### src/rtl/lattice_row_tx.sv
// Row-load transmitter: buffers a spin lattice row by row and streams it to the core over valid/ready.
// Optional macro LATTICE_TX_POPCOUNT_EN enables the spin-up (popcount) accumulator on spin_up_count.
module lattice_row_tx #(
  parameter int ROWS  = 32,
  parameter int WIDTH = 32
) (
  input  logic                               clk,
  input  logic                               reset,
  input  logic                               wr_en,
  input  logic [$clog2(ROWS)-1:0]            wr_addr,
  input  logic [WIDTH-1:0]                   wr_data,
  input  logic                               start,
  output logic                               busy,
  output logic                               done,
  output logic                               row_valid,
  input  logic                               row_ready,
  output logic [WIDTH-1:0]                   row_data,
  output logic [$clog2(ROWS)-1:0]            row_idx,
  output logic                               row_last,
  output logic [$clog2(ROWS*WIDTH+1)-1:0]    spin_up_count
);

  localparam int AW = $clog2(ROWS);
  localparam int CW = $clog2(ROWS*WIDTH+1);
  localparam logic [AW-1:0] LAST_IDX = AW'(ROWS-1);

  typedef enum logic [1:0] {IDLE, SEND, DONE} state_t;

  state_t        state_reg, state_next;
  logic [AW-1:0] idx_reg, idx_next;
  logic [WIDTH-1:0] buf_reg [ROWS];
  logic          wr_ok;

  always_ff @(posedge clk) begin
    if (reset) begin
      state_reg <= IDLE;
      idx_reg   <= '0;
    end else begin
      state_reg <= state_next;
      idx_reg   <= idx_next;
    end
  end

  always_comb begin
    state_next = state_reg;
    idx_next   = idx_reg;
    case (state_reg)
      IDLE: begin
        if (start) begin
          state_next = SEND;
          idx_next   = '0;
        end
      end
      SEND: begin
        if (row_ready) begin
          if (idx_reg == LAST_IDX) state_next = DONE;
          else                     idx_next   = idx_reg + AW'(1);
        end
      end
      DONE: begin
        state_next = IDLE;
        idx_next   = '0;
      end
      default: begin
        state_next = IDLE;
        idx_next   = '0;
      end
    endcase
  end

  // The buffer is frozen while a frame is in flight so a stalled row stays stable.
  assign wr_ok = wr_en && (state_reg != SEND);

  generate
    for (genvar gi = 0; gi < ROWS; gi++) begin : g_row
      always_ff @(posedge clk) begin
        if (reset)                                 buf_reg[gi] <= '0;
        else if (wr_ok && (wr_addr == AW'(gi)))    buf_reg[gi] <= wr_data;
      end
    end
  endgenerate

  assign row_valid = (state_reg == SEND);
  assign busy      = (state_reg == SEND);
  assign done      = (state_reg == DONE);
  assign row_idx   = idx_reg;
  assign row_data  = row_valid ? buf_reg[idx_reg] : '0;
  assign row_last  = row_valid && (idx_reg == LAST_IDX);

`ifdef LATTICE_TX_POPCOUNT_EN
  logic [CW-1:0] count_reg;
  logic          accept_start;
  logic          handshake;

  function automatic logic [CW-1:0] popcount(input logic [WIDTH-1:0] v);
    logic [CW-1:0] c;
    c = '0;
    for (int i = 0; i < WIDTH; i++) c = c + {{(CW-1){1'b0}}, v[i]};
    return c;
  endfunction

  assign accept_start = (state_reg == IDLE) && start;
  assign handshake    = row_valid && row_ready;

  always_ff @(posedge clk) begin
    if (reset)             count_reg <= '0;
    else if (accept_start) count_reg <= '0;
    else if (handshake)    count_reg <= count_reg + popcount(row_data);
  end

  assign spin_up_count = count_reg;
`else
  assign spin_up_count = '0;
`endif

endmodule

### config.mk
export PLATFORM = sky130hd
export DESIGN_NAME = lattice_row_tx
export DESIGN_NICKNAME = d
export VERILOG_FILES = /design/src/rtl/lattice_row_tx.sv
export SDC_FILE = /design/constraint.sdc
export NUM_CORES = 1
export LEC_CHECK = 0
export CORE_MARGIN = 3
export CORE_UTILIZATION = 35
export DETAILED_ROUTE_END_ITERATION = 8
export GPL_TIMING_DRIVEN = 1
export PLACE_DENSITY = 0.51
export SYNTH_ARGS = -nofsm -noshare
export SYNTH_HDL_FRONTEND = slang
export SYNTH_SLANG_ARGS = --single-unit
### constraint.sdc
create_clock -name clk -period 4.75 [get_ports clk]
set_input_delay 1.425 -clock clk [delete_from_list [all_inputs] [get_ports clk]]
set_output_delay 1.425 -clock clk [all_outputs]
set_load 0.03 [all_outputs]
[Word-level counts from Yosys, hierarchy flattened]
Memories as Yosys holds them, arrays and structs flattened. A register that Yosys moved wholly into a read port is not among the register bits.
Cells that the tools add are included.
Cells by class
  shifts and indexed selects: 0
  multiplexer cells: 141
  equal/unequal tests: 39
  order comparisons: 0
  add/sub/neg operators: 1
  div/mod/pow operators: 0
  reductions and logical operators: 38
  bitwise logic cells: 32
  $mul: 0
Operators with widths (count)
  $mux W32: 33
  $mux W1: 98
  $eq A5 B5 Y1 const B: 17
  $eq A5 B4 Y1 const B: 8
  $logic_and A1 B1 Y1: 34
  $or A1 B1 Y1: 32
  $mux W5: 5
  $eq A5 B3 Y1 const B: 4
  $eq A5 B2 Y1 const B: 2
  $pmux W5 S2: 1
  $mux W2: 3
  $ne A2 B1 Y1 const B: 3
  $reduce_and A3 Y1: 2
  $add A5 B1 Y5 const B: 1
  $eq A5 B1 Y1 const B: 1
  $logic_not A5 Y1: 1
  $ne A2 B2 Y1 const B: 2
  $pmux W2 S2: 1
  $eq A2 B1 Y1 const B: 1
  $eq A2 B2 Y1 const B: 1
  $logic_not A2 Y1: 1
Word-level totals
  input port bits: 42
  memories kept: 1
  latch bits: 0
  memory bits (writable): 1024
  bits in registers: 7
  logic and storage cells: 254
  output and inout bits: 52
  memory bits (read-only): 0
Memories
  buf_reg: depth 32, bits a word 32, read ports 1, clocked after Yosys merged registers in 1, write ports 32, RTL line 31  | logic [WIDTH-1:0] buf_reg [ROWS];

[Depth between registers and ports, before layout]
  depth after elaboration: 7
  mapped depth: 9

[Worst setup path after synthesis]
OpenSTA, ideal clock, no wires.
  path kind: input port to flip-flop
  from: input port wr_addr[3]
  to: memory buf_reg[11][0], enable pin
  buffers on the path: 0
  cell stages on the path: 3
  required time: 4322 ps
  data arrival time: 3490 ps
  slack: 832 ps
  cell sequence: nor2b_1 -> nand3_1 -> o21bai_1
RTL lines
  start: declaration: RTL line 10  | input logic [$clog2(ROWS)-1:0] wr_addr,
  end: declaration: RTL line 31

==> metrics <==
Post-synth top cells=1025 x and2_1, 1024 x edfxtp_1, 224 x mux4_2; Avg WL per Cell=28.1 um; Core Util, Final=0.407; Worst EP required=roughly 3300 ps; Warnings, synthesis=0; total iterations of the first detailed-routing run=5; DP Wirelength=80.7 mm; Clock Power Share=0.427; nets@finish=roughly 3100; Setup TNS=0 ps; Pwr Total=20.3 mW; clk slew on worst S/H paths=~50 ps; register area=31000 um2; critical path class=register to primary output; clk root buf=clkbuf_16; fin crit share=0.987; asr flop ratio synth=0; total gr overflow=0; sequential share of power=0.513; Crit path largest cell delay=590 ps; worst skew pair latency=690 ps; post-synth top area share=0.648; worst hold slack=roughly 530 ps; Total GRT Usage=0.198; pwr dens=approximately 370 nW/um2; Die Span X=374 um; H-tree depth=3; outcome=finished, final reports clean; clk sinks=just over 1000; footprint of the multi-input gates=15400 um2; LEAKAGE=slightly below 20 nW; post-synthesis sequential area ratio=0.653; core area=about 130000 um2; wirelength, routed=between 100 and 150 mm; # rows=134; CP Capture Type=primary output; Logic pwr share=0.060; CP Cell Sequence=buf_12, mux4_2, mux2i_1, a221o_1, a31oi_1, buf_4; Tmin final=4690 ps; Hold Buf Count CTS=0; Fill cells=roughly 12000; Synth Register Bits=approximately 1000; area grow syn2layout=14.8%; Mapped Area=around 47000 um2; Post-synth EDFFs=between 1000 and 1500; Crit Path Max Fanout=16; busiest metal layer after global routing=met2; pre-CTS setup slack=512 ps; Die Height=approximately 370 um; Max-Cap Viols=0; P_sw=roughly 4.6 mW; Max Freq=between 0.2 and 0.25 GHz; initial core utilization=0.354; num ports=between 90 and 100; Synth Instances=between 3000 and 4000; IO buf count=a little over 80; worst vdd ir=around 0.00028 V; Post-synth top flop=edfxtp_1; layout cells sized above 1=0.203; switch share=0.224; vias in the first global route=about 28000; via count=~26000; met2 Use GR=0.329; Vias/cell=5.31; die footprint=between 100000 and 150000 um2; largest net degree at the start of global routing=67; Hold Vio Cnt, Final=0; most common cell in the netlist=and2_1; Critical-path top delay cell=dfxtp_4; Max Slew Vio Count=0; # setup viols final=0; WP data arrival=around 3300 ps; Hold Crit Class=register to register; cell internal pwr=15.8 mW; Max-slew headroom=0.165; setup ws final=between 60 and 70 ps; Worst Skew=23.3 ps; DRT iter0 DRCs=2529; Distinct cells, synth=40; clk buf depth=3; max FFs per register=about 1000; initial antenna violation count=9; CTS tree=built; Synth Area per Inst=around 16 um2; Antenna Violating Nets Remaining=0; CP Launch Type=register; Synth area leader=edfxtp_1; Num CTS Buffers=about 110; first-pass GRT wire length=roughly 200 mm; GR Util met3=0.0300; Final Wtd Congestion=between 0.7 and 0.8; measured slew at the worst slew-check pin=1250 ps; Area contributors post-synth=edfxtp_1 65%, and2_1 14%, mux4_2 11%; RSZ-0062 raised after global routing=true; # DRC=0; M1 GR Usage=0.271
area by class of cell:
type,count,area share
flip-flops and latches,1036,0.569
well taps,1768,0.0406
clock inverters,78,0.0124
inverters,3,0.000230
diodes,3,0.000138
repair buffers,216,0.0412
multi-input cells,1685,0.282
clock buffers,132,0.0540
per-layer routing:
layer | vias to the layer above | wire, um
met5 | - | 9
met4 | 2 | 3430
met3 | 192 | 8010
met2 | 802 | 67300
met1 | 13900 | 59700
li1 | 11200 | -
cell families (layout without fill, tap and decap cells):
family	after synthesis	in the layout	synth area share
other cells	1	14	0.0000790
fa+ha+maj	2	2	0.000527
compound gates	191	191	0.0305
flops	1036	1036	0.653
xor+xnor	2	2	0.000369
buf+inv	316	429	0.0334
simple gates	1126	1126	0.148
mux	353	353	0.134
worst max-delay path: cells and delay by family, from the launching register on:
| kind | cells | cell delay, ps |
|---|---|---|
| multiplexers | 2 | 880 |
| flip-flops | 1 | 590 |
| AO/OA/AOI/OAI | 2 | 570 |
| buffers and inverters | 2 | 470 |
worst paths after layout:
kind                                    from              end  slack [ps]  cells past startpoint
worst min register to register  state_reg[0]     state_reg[0]         530                      1
worst max-delay path                register     row_data[27]          60                      6
worst min-delay path            state_reg[0]     state_reg[0]         530                      1
worst max register to register  state_reg[1]  buf_reg[10][13]         990                      6
metrics by stage:
stage	cells	cell area, um2
after floorplan	3037	47500
after global placement	4704	50700
after detailed placement	4704	50700
after CTS	4917	54400
after global routing	4919	54500
final	4921	54500
power groups by stage:
stage          registers, mW  logic, mW  clock network [mW]
4_1_cts                 10.4       1.23                8.84
6_report                10.4       1.21                8.68
3_5_place_dp            10.6       1.21                   0
3_3_place_gp            10.6       1.20                   0
2_1_floorplan           10.6      0.664                   0
5_1_grt                 10.5       1.28                9.20
layout by cell type (no fill, tap or decap), types with 23 or more instances in the layout:
cell,n
a221o_1,30
a221oi_1,25
a22oi_1,33
a31oi_1,30
and2_1,1025
buf_12,38
buf_4,126
clkbuf_16,115
clkdlybuf4s50_1,50
clkinv_1,29
clkinv_2,24
edfxtp_1,1024
mux2i_1,128
mux4_2,224
nand2_1,23
nor2_2,24
o21ai_1,23
o21bai_4,32
repair_timing:
item                       CTS  global route
buffers inserted             3             1
gates resized for setup      4             6
gates cloned                 0             0
hold endpoints to repair     0             0
setup endpoints to repair   32            15
No activity file was read; power rests on OpenSTA's default activity.
